**src/rtl/aes_lite_pkg.sv**
```systemverilog
`default_nettype none
// ============================================================================
// aes_lite_pkg : shared types and constants for the AES-lite scheduler slice.
// Revision: 1.0
// ============================================================================
package aes_lite_pkg;

    localparam int AES_BYTE_W  = 8;
    localparam int DEF_NUM_REQ = 4;
    localparam int DEF_TIMEOUT = 32;

    typedef enum logic [1:0] {
        ST_IDLE  = 2'd0,
        ST_ISSUE = 2'd1,
        ST_BUSY  = 2'd2,
        ST_RESP  = 2'd3
    } sched_state_t;

    // Index width for n clients; never narrower than one bit.
    function automatic int id_width(input int n);
        return (n < 2) ? 1 : $clog2(n);
    endfunction

endpackage
`default_nettype wire

```
**src/rtl/aes_lite_rr_arbiter.sv**
```systemverilog
`default_nettype none
// ============================================================================
// aes_lite_rr_arbiter : combinational round-robin pick, first valid at/after rr_ptr.
// Revision: 1.0
// ============================================================================
module aes_lite_rr_arbiter
    import aes_lite_pkg::*;
#(
    parameter int NUM_REQ = DEF_NUM_REQ,
    parameter int ID_W    = id_width(NUM_REQ)
) (
    input  logic [NUM_REQ-1:0] req_valid,
    input  logic [ID_W-1:0]    rr_ptr,
    output logic [NUM_REQ-1:0] grant,
    output logic [ID_W-1:0]    grant_idx,
    output logic               grant_any
);

    logic [ID_W:0]   w_pos;
    logic [ID_W-1:0] w_cand;

    always_comb begin
        grant     = '0;
        grant_idx = '0;
        grant_any = 1'b0;
        w_pos     = '0;
        w_cand    = '0;
        // Walk from the farthest candidate back so the one nearest rr_ptr wins.
        for (int k = NUM_REQ - 1; k >= 0; k--) begin
            w_pos = {1'b0, rr_ptr} + (ID_W + 1)'(k);
            if (w_pos >= (ID_W + 1)'(NUM_REQ)) begin
                w_pos = w_pos - (ID_W + 1)'(NUM_REQ);
            end
            w_cand = w_pos[ID_W-1:0];
            if (req_valid[w_cand]) begin
                grant_any = 1'b1;
                grant_idx = w_cand;
            end
        end
        if (grant_any) begin
            grant[grant_idx] = 1'b1;
        end
    end

endmodule
`default_nettype wire

```
**src/rtl/aes_lite_sched.sv**
```systemverilog
`default_nettype none
// ============================================================================
// aes_lite_sched : round-robin scheduler sharing one AES-lite byte core.
// Optional BUSY watchdog: define AES_LITE_SCHED_TIMEOUT_EN.
// Revision: 1.0
// ============================================================================
module aes_lite_sched
    import aes_lite_pkg::*;
#(
    parameter int  NUM_REQ = DEF_NUM_REQ,
    parameter int  TIMEOUT = DEF_TIMEOUT,
    localparam int ID_W    = id_width(NUM_REQ)
) (
    input  logic                          clk,
    input  logic                          rst_n,
    input  logic [NUM_REQ-1:0]            req_valid,
    input  logic [AES_BYTE_W*NUM_REQ-1:0] req_data,
    input  logic [AES_BYTE_W*NUM_REQ-1:0] req_key,
    output logic [NUM_REQ-1:0]            req_ready,
    output logic                          core_start,
    output logic [AES_BYTE_W-1:0]         core_data,
    output logic [AES_BYTE_W-1:0]         core_key,
    input  logic                          core_done,
    input  logic [AES_BYTE_W-1:0]         core_result,
    output logic                          rsp_valid,
    input  logic                          rsp_ready,
    output logic [ID_W-1:0]               rsp_id,
    output logic [AES_BYTE_W-1:0]         rsp_data,
    output logic                          rsp_err,
    output logic                          busy
);

    sched_state_t          r_state;
    sched_state_t          w_state_nxt;
    logic [ID_W-1:0]       r_rr_ptr;
    logic [ID_W-1:0]       r_hold_id;
    logic [AES_BYTE_W-1:0] r_hold_data;
    logic [AES_BYTE_W-1:0] r_hold_key;
    logic [AES_BYTE_W-1:0] r_rsp_data;
    logic [NUM_REQ-1:0]    w_grant;
    logic [ID_W-1:0]       w_grant_idx;
    logic                  w_grant_any;
    logic                  w_timeout;

    logic [AES_BYTE_W-1:0] w_data_arr [NUM_REQ];
    logic [AES_BYTE_W-1:0] w_key_arr  [NUM_REQ];

    for (genvar gi = 0; gi < NUM_REQ; gi++) begin : g_unpack
        assign w_data_arr[gi] = req_data[gi*AES_BYTE_W +: AES_BYTE_W];
        assign w_key_arr[gi]  = req_key[gi*AES_BYTE_W +: AES_BYTE_W];
    end

    if (TIMEOUT < 1 || TIMEOUT > 255) begin : g_bad_timeout
        $error("aes_lite_sched: TIMEOUT must fit the 8-bit watchdog (1..255)");
    end

    aes_lite_rr_arbiter #(
        .NUM_REQ (NUM_REQ),
        .ID_W    (ID_W)
    ) u_arb (
        .req_valid (req_valid),
        .rr_ptr    (r_rr_ptr),
        .grant     (w_grant),
        .grant_idx (w_grant_idx),
        .grant_any (w_grant_any)
    );

`ifdef AES_LITE_SCHED_TIMEOUT_EN
    logic [7:0] r_to_cnt;
    logic       r_rsp_err;

    // Held at zero outside BUSY, so every BUSY entry starts a fresh count.
    always_ff @(posedge clk) begin
        if (!rst_n) begin
            r_to_cnt <= '0;
        end else if (r_state != ST_BUSY) begin
            r_to_cnt <= '0;
        end else begin
            r_to_cnt <= r_to_cnt + 8'd1;
        end
    end

    assign w_timeout = (r_state == ST_BUSY) && (r_to_cnt == 8'(TIMEOUT - 1));

    always_ff @(posedge clk) begin
        if (!rst_n) begin
            r_rsp_err <= 1'b0;
        end else if (r_state == ST_BUSY) begin
            if (core_done) begin
                r_rsp_err <= 1'b0;
            end else if (w_timeout) begin
                r_rsp_err <= 1'b1;
            end
        end
    end

    assign rsp_err = r_rsp_err;
`else
    assign w_timeout = 1'b0;
    assign rsp_err   = 1'b0;
`endif

    always_ff @(posedge clk) begin
        if (!rst_n) begin
            r_state <= ST_IDLE;
        end else begin
            r_state <= w_state_nxt;
        end
    end

    always_comb begin
        w_state_nxt = r_state;
        req_ready   = '0;
        core_start  = 1'b0;
        rsp_valid   = 1'b0;
        busy        = 1'b1;
        case (r_state)
            ST_IDLE: begin
                busy      = 1'b0;
                req_ready = w_grant;
                if (w_grant_any) begin
                    w_state_nxt = ST_ISSUE;
                end
            end
            ST_ISSUE: begin
                core_start  = 1'b1;
                w_state_nxt = ST_BUSY;
            end
            ST_BUSY: begin
                if (core_done || w_timeout) begin
                    w_state_nxt = ST_RESP;
                end
            end
            ST_RESP: begin
                rsp_valid = 1'b1;
                if (rsp_ready) begin
                    w_state_nxt = ST_IDLE;
                end
            end
            default: w_state_nxt = ST_IDLE;
        endcase
    end

    always_ff @(posedge clk) begin
        if (!rst_n) begin
            r_rr_ptr    <= '0;
            r_hold_id   <= '0;
            r_hold_data <= '0;
            r_hold_key  <= '0;
            r_rsp_data  <= '0;
        end else begin
            if (r_state == ST_IDLE && w_grant_any) begin
                r_hold_id   <= w_grant_idx;
                r_hold_data <= w_data_arr[w_grant_idx];
                r_hold_key  <= w_key_arr[w_grant_idx];
            end
            // A done in the limit cycle takes priority over the watchdog.
            if (r_state == ST_BUSY) begin
                if (core_done) begin
                    r_rsp_data <= core_result;
                end else if (w_timeout) begin
                    r_rsp_data <= '0;
                end
            end
            if (r_state == ST_RESP && rsp_ready) begin
                r_rr_ptr <= (r_hold_id == ID_W'(NUM_REQ - 1)) ? '0 : r_hold_id + ID_W'(1);
            end
        end
    end

    assign core_data = r_hold_data;
    assign core_key  = r_hold_key;
    assign rsp_id    = r_hold_id;
    assign rsp_data  = r_rsp_data;

endmodule
`default_nettype wire

```
**config.mk**
```make
export PLATFORM = sky130hd
export DESIGN_NAME = aes_lite_sched
export DESIGN_NICKNAME = d
export VERILOG_FILES = /design/src/rtl/aes_lite_pkg.sv /design/src/rtl/aes_lite_rr_arbiter.sv /design/src/rtl/aes_lite_sched.sv
export SDC_FILE = /design/constraint.sdc
export NUM_CORES = 1
export LEC_CHECK = 0
export CORE_UTILIZATION = 40
export CTS_CLUSTER_DIAMETER = 100
export DETAILED_ROUTE_END_ITERATION = 8
export PLACE_DENSITY = 0.9
export SLEW_MARGIN = 30
export SYNTH_ARGS = -nofsm -noshare
export SYNTH_HDL_FRONTEND = slang
export SYNTH_SLANG_ARGS = --single-unit
export TNS_END_PERCENT = 30
```
**constraint.sdc**
```tcl
create_clock -name clk -period 2.8 [get_ports clk]
set_clock_uncertainty 0.05 [all_clocks]
set_input_delay 0.56 -clock clk [delete_from_list [all_inputs] [get_ports clk]]
set_output_delay 0.56 -clock clk [all_outputs]
set_load 0.01 [all_outputs]
```
==> results.toml, run 1 <==
[detailed_routing]
drt_wl_total_mm = 5.70
drt_pre_antenna_iters = 4
drt-wirelength-per-cell_um = 15.6
drc = 0
drtIter0Drc = 88
vias = 1946
via_per_inst = 5.33
ant_nets = 0

[synthesis]
synthMuxAreaShare_pct = 21.4
synthAdderAreaFrac_pct = 3.42
ys_seq_elements = 30
synth_seq_area_share_pct = 32.8
synthArstFlopShare_pct = 0
avgSynthCellArea_um2 = 9.58
synthesis.instances = 191
yosys_warnings = 0
synthDistinctLibCells = 40
synth_nets = 276
synth-compound-area-share_pct = 18.0
synth_top_family_by_area = "multiplexers"
synth_edf_count = 0
synth_xor_area_share_pct = 0
netlist_area_um2 = 1830
synth_ff_type = "dfxtp_1"
synth_simple_gate_area_share_pct = 17.7

[cts]
cts.sink_count = 30
path_clk_slew_ps = 70
htreeDepth = 2
root_buffer = "clkbuf_8"
tritoncts = "done"
clockBufferDepth = 2
clock_latency_ps = 280
cts_buffers = 5

[cells_and_area]
drive_gt1_share_pct = 16.6
final_common_cell = "clkdlybuf4s50_1"
final_nets = 397
fin_area_um2 = 3160
syn_to_final_growth_pct = 72.7
fin_util_pct = 72.1
diodes = 0
final_cell_mix = "108 x clkdlybuf4s50_1, 30 x dfxtp_1, 16 x nand2_1, 16 x and3_1"

[pwr]
vdd_ir_drop_max_mv = 0.379
p_per_area_nw_per_um2 = 614
p_leak_nw = 1.31

[die]
chipHeight_um = 69.7
num_io_pins = 114
num_rows = 24
die_w_um = 69.7
start_util_pct = 41.8
coreArea_um2 = 4380
dieArea_um2 = 4850

[placement]
pre_cts_ws_ps = -298
gp_congestion = 0.930
dpl_cell_area_um2 = 3040
portBuffers = 112
hpwl_mm = 4.27

[setup_path]
start_kind = "primary input"
cp.required_ps = 2190
worstSetupPathType = "primary input to output port"
r2r_setup_slack_ps = 580
cp_max_fo = 5
worst_setup_path_end_kind = "output port"
critPathArrivalTime_ps = 2150

[timing]
fmax_mhz = 363
final.setup.worst_slack_ps = 44.1
min_period_over_period_pct = 98.4
worstMarginPinSlew_ps = 687
setup_viol = 0
rsz0062_at_grt = "true"
report.final.slew_viol_count = 0
maxSlewHeadroom_pct = 54.2
fin_crit_ps = 2760
hold_viol = 0

[global_routing]
grt.total_usage_pct = 24.1
grt_antenna_before_repair = 0
grt_overflow = 0
grt_max_degree = 20
grt_pass1_wl_mm = 9.47
grt_pass1_vias = 2118

[worst_hold_path]
worstHoldPathType = "flip-flop to flip-flop"

[run]
drv_cap = 0

[status]
status = "completed"
==> cell usage after synthesis, types with 2 or more instances <==
cell,instances,share of area (%)
buf_4,2,0.82
nor2_1,5,1.0
inv_1,8,1.6
and3_1,16,5.5
nand3_1,10,2.7
clkbuf_1,7,1.4
mux2_1,10,6.2
a221o_1,15,8.2
mux2i_1,2,1.1
nor3_1,3,0.82
nand2_1,16,3.3
ha_1,5,3.4
mux2_4,9,7.4
a21boi_0,5,2.1
nor2b_1,3,1.0
nand4_1,2,0.68
buf_6,2,1.2
and2b_1,3,1.2
dfxtp_1,30,33
mux2_2,11,6.8
a21oi_1,8,2.2
==> final timing paths <==
path	cells after the start	from	endpoint
setup / recovery	6	req_valid[1]	req_ready[1]
hold / removal	2	rsp_data[6]$_SDFFE_PN0P_	rsp_data[6]$_SDFFE_PN0P_
setup reg to reg	8	r_state[0]$_SDFFE_PN0P_	core_key[1]$_SDFFE_PN0P_
hold reg to reg	2	rsp_data[6]$_SDFFE_PN0P_	rsp_data[6]$_SDFFE_PN0P_
==> cell families after synthesis <==
| family | count (synthesis) |
|---|---|
| simple gates | 62 |
| other cells | 1 |
| buf+inv | 21 |
| fa+ha+maj | 5 |
| flops | 30 |
| compound gates | 40 |
| mux | 32 |
==> critical path, stage by stage <==
cell and delay, ps:
clkdlybuf4s50_1 490, and2b_1 200, a21boi_2 160, o31a_1 350
nor2_1 130, clkdlybuf4s15_1 260
==> area by class of cell <==
cell class | instances | area [µm²]
Fill cell | 328 | 1220
Clock inverter | 3 | 40.0
Inverter | 8 | 30.0
Tap cell | 52 | 65.1
Multi-Input combinational cell | 140 | 1140
Sequential cell | 30 | 601
Timing Repair Buffer | 127 | 1220
Clock buffer | 5 | 68.8
==> layer usage <==
layer | share of wire, % | vias up | routed length [µm] | GRT usage [%]
li1 | - | 951 | - | -
met1 | 40 | 909 | 2300 | 24.6
met2 | 52 | 74 | 2950 | 44.7
met3 | 5.4 | 12 | 306 | 6.10
met4 | 2.3 | 0 | 133 | 12.7
met5 | 0 | - | 0 | 0
==> registers in the layout (all words and copies together), names as in the netlist <==
register and cells:
rsp_data 8, rsp_id 2, r_rr_ptr 2, r_state 2, core_data 8, core_key 8
==> report_power, final <==
group | switching, mW | internal, mW
Combinational | 0.407 | 0.516
Clock | 0.167 | 0.262
Sequential | 0.0601 | 0.530
Total | 0.634 | 1.31
==> through the flow <==
stage / instances / total power, mW / hold slack, ps / TNS (ps)
detailed placement: 356 / 1.52 / 399 / -1940
finish: 365 / 1.94 / 410 / 0
CTS: 365 / 1.95 / 408 / 0
global route: 365 / 2.05 / 440 / -57.1
global placement: 356 / 1.50 / 391 / -1370
floorplan: 191 / 1.05 / 431 / 0
==> what timing repair did <==
action	CTS	global route
hold buffers	0	0
setup buffers	1	0
pin swaps	1	2
gates resized for setup	10	9
setup endpoints to repair	4	4
endpoints found under the hold margin	0	0
Note: power is estimated with default switching activity, not from simulation.
==> run 2, diff against run 1 <==
CORE_ASPECT_RATIO = 1.25   (was unset)
MAX_ROUTING_LAYER = met4   (was unset)
==> results.toml, run 2 (synthesized netlist as in run 1, its figures left out) <==
[global_routing]
grt.total_usage_pct = 24.0
grt_pass1_vias = 2015
grt_pass1_wl_mm = 8.88
grt_antenna_before_repair = 0
grt_max_degree = 30
grt_overflow = 0

[timing]
min_period_over_period_pct = 96.4
final.setup.worst_slack_ps = 102
maxSlewHeadroom_pct = 57.3
worstMarginPinSlew_ps = 639
report.final.slew_viol_count = 0
setup_viol = 0
fin_crit_ps = 2700
fmax_mhz = 371
rsz0062_at_grt = "true"
hold_viol = 0

[detailed_routing]
drt-wirelength-per-cell_um = 14.7
drt_pre_antenna_iters = 4
ant_nets = 0
via_per_inst = 5.23
drt_wl_total_mm = 5.46
drtIter0Drc = 68
drc = 0
vias = 1942

[die]
start_util_pct = 41.7
coreArea_um2 = 4390
die_w_um = 62.5
dieArea_um2 = 4850
chipHeight_um = 77.6
num_rows = 27
num_io_pins = 114

[cells_and_area]
syn_to_final_growth_pct = 72.4
final_cell_mix = "106 x clkdlybuf4s50_1, 30 x dfxtp_1, 16 x nand2_1, 16 x and3_1, 15 x a221o_1"
final_nets = 397
final_cells = 371
final_common_cell = "clkdlybuf4s50_1"
drive_gt1_share_pct = 16.0
diodes = 0

[status]
status = "completed"

[setup_path]
cp_max_fo = 4
worst_path_dominant_cell_family = "buffers and inverters"
slowest_stage = "clkdlybuf4s50_1"
worst_setup_path_end_kind = "output port"
start_kind = "primary input"
r2r-start = "r_rr_ptr[0]$_SDFFE_PN0P_"
cp.required_ps = 2190
worstSetupPathType = "primary input to output port"
timing.rr.end = "core_data[0]$_SDFFE_PN0P_"
path_cells = "clkdlybuf4s50_1 > and2b_1 > nor2_1 > o211a_2 > buf_4 > nor3b_1 > buf_2"
critPathArrivalTime_ps = 2090
cp_slowest_stage_delay_ps = 510
reg2reg_depth = 7
worst-path-buf-inv = 3
cp-startpoint = "req_valid[0]"
r2r_setup_slack_ps = 520

[pwr]
vdd_ir_drop_max_mv = 0.289
p_per_area_nw_per_um2 = 591
power_mw = 1.86
p_leak_nw = 1.32

[worst_hold_path]
hold_path_depth = 2
worst_hold_path.endpoint = "rsp_data[6]$_SDFFE_PN0P_"
worstHoldPathType = "flip-flop to flip-flop"
hp-start = "rsp_data[6]$_SDFFE_PN0P_"

[placement]
pre_cts_ws_ps = -364
dp_cells = 360
hpwl_mm = 4.22
portBuffers = 112
gp_congestion = 0.759

[cts]
clockBufferDepth = 2
cts.sink_count = 30
tritoncts = "done"
root_buffer = "clkbuf_8"
cts_hold_buf = 0
cts_buffers = 5
clock_latency_ps = 280
htreeDepth = 2
path_clk_slew_ps = 70

[run]
drv_cap = 0
-- run 2: worst max path at each step --
stage,to,slack [ps],cells past startpoint
final,req_ready[2],100,7
after global routing,req_ready[2],-30,8
after CTS,req_ready[3],-230,7
after detailed placement,req_ready[2],-360,6
after global placement,req_ready[2],-350,6
after floorplan,req_ready[2],570,6
-- run 2: cell type report --
cell class                      instances  area [µm²]
Clock buffer                            7        86.3
Sequential cell                        30         601
Tap cell                               58        72.6
Fill cell                             338        1240
Timing Repair Buffer                  127        1240
Clock inverter                          1        5.00
Multi-Input combinational cell        140        1120
Inverter                                8        30.0
-- run 2: power breakdown --
group          internal (mW)  switching, mW
Clock                  0.198          0.162
Sequential             0.530         0.0606
Combinational          0.518          0.397
-- run 2: layer usage --
metal  share of wire (%)  GRT usage (%)  up-vias  wire length [µm]
met1                  39           25.0      869              2100
met4                 3.1           10.7        0               170
met3                 7.7           6.32       14               419
met5                   0              -        -                 0
li1                    -              -      954                 -
met2                  51           42.1      105              2770
-- run 2: tightest hold or removal path: cells and delay by family, from the launching register on --
kind,cells,cell delay (ps)
AO/OA/AOI/OAI,1,50
AND/OR/NAND/NOR,1,50
flip-flops,1,310
-- run 2: what timing repair did --
| action | CTS | global route |
|---|---|---|
| pin swaps | 1 | 0 |
| buffers inserted | 1 | 2 |
| setup endpoints to repair | 4 | 17 |
| resized for setup | 12 | 9 |
-- run 2: through the flow --
| step | util, % | area, µm² | hold slack, ps | TNS [ps] |
|---|---|---|---|---|
| 6_report | 71.9 | 3160 | 409 | 0 |
| 5_1_grt | 71.9 | 3160 | 428 | -99.7 |
| 4_1_cts | 71.4 | 3140 | 411 | -235 |
| 3_5_place_dp | 69.3 | 3040 | 402 | -4570 |
| 3_3_place_gp | 69.3 | 3040 | 392 | -3770 |
| 2_1_floorplan | - | 1830 | 431 | 0 |
==> run 3, diff against run 2 <==
CAP_MARGIN = 10   (was unset)
CORE_MARGIN = 1   (was unset)
==> results of run 3 <==
Same layout as run 2: the final DEF is identical, and so are final timing and power.
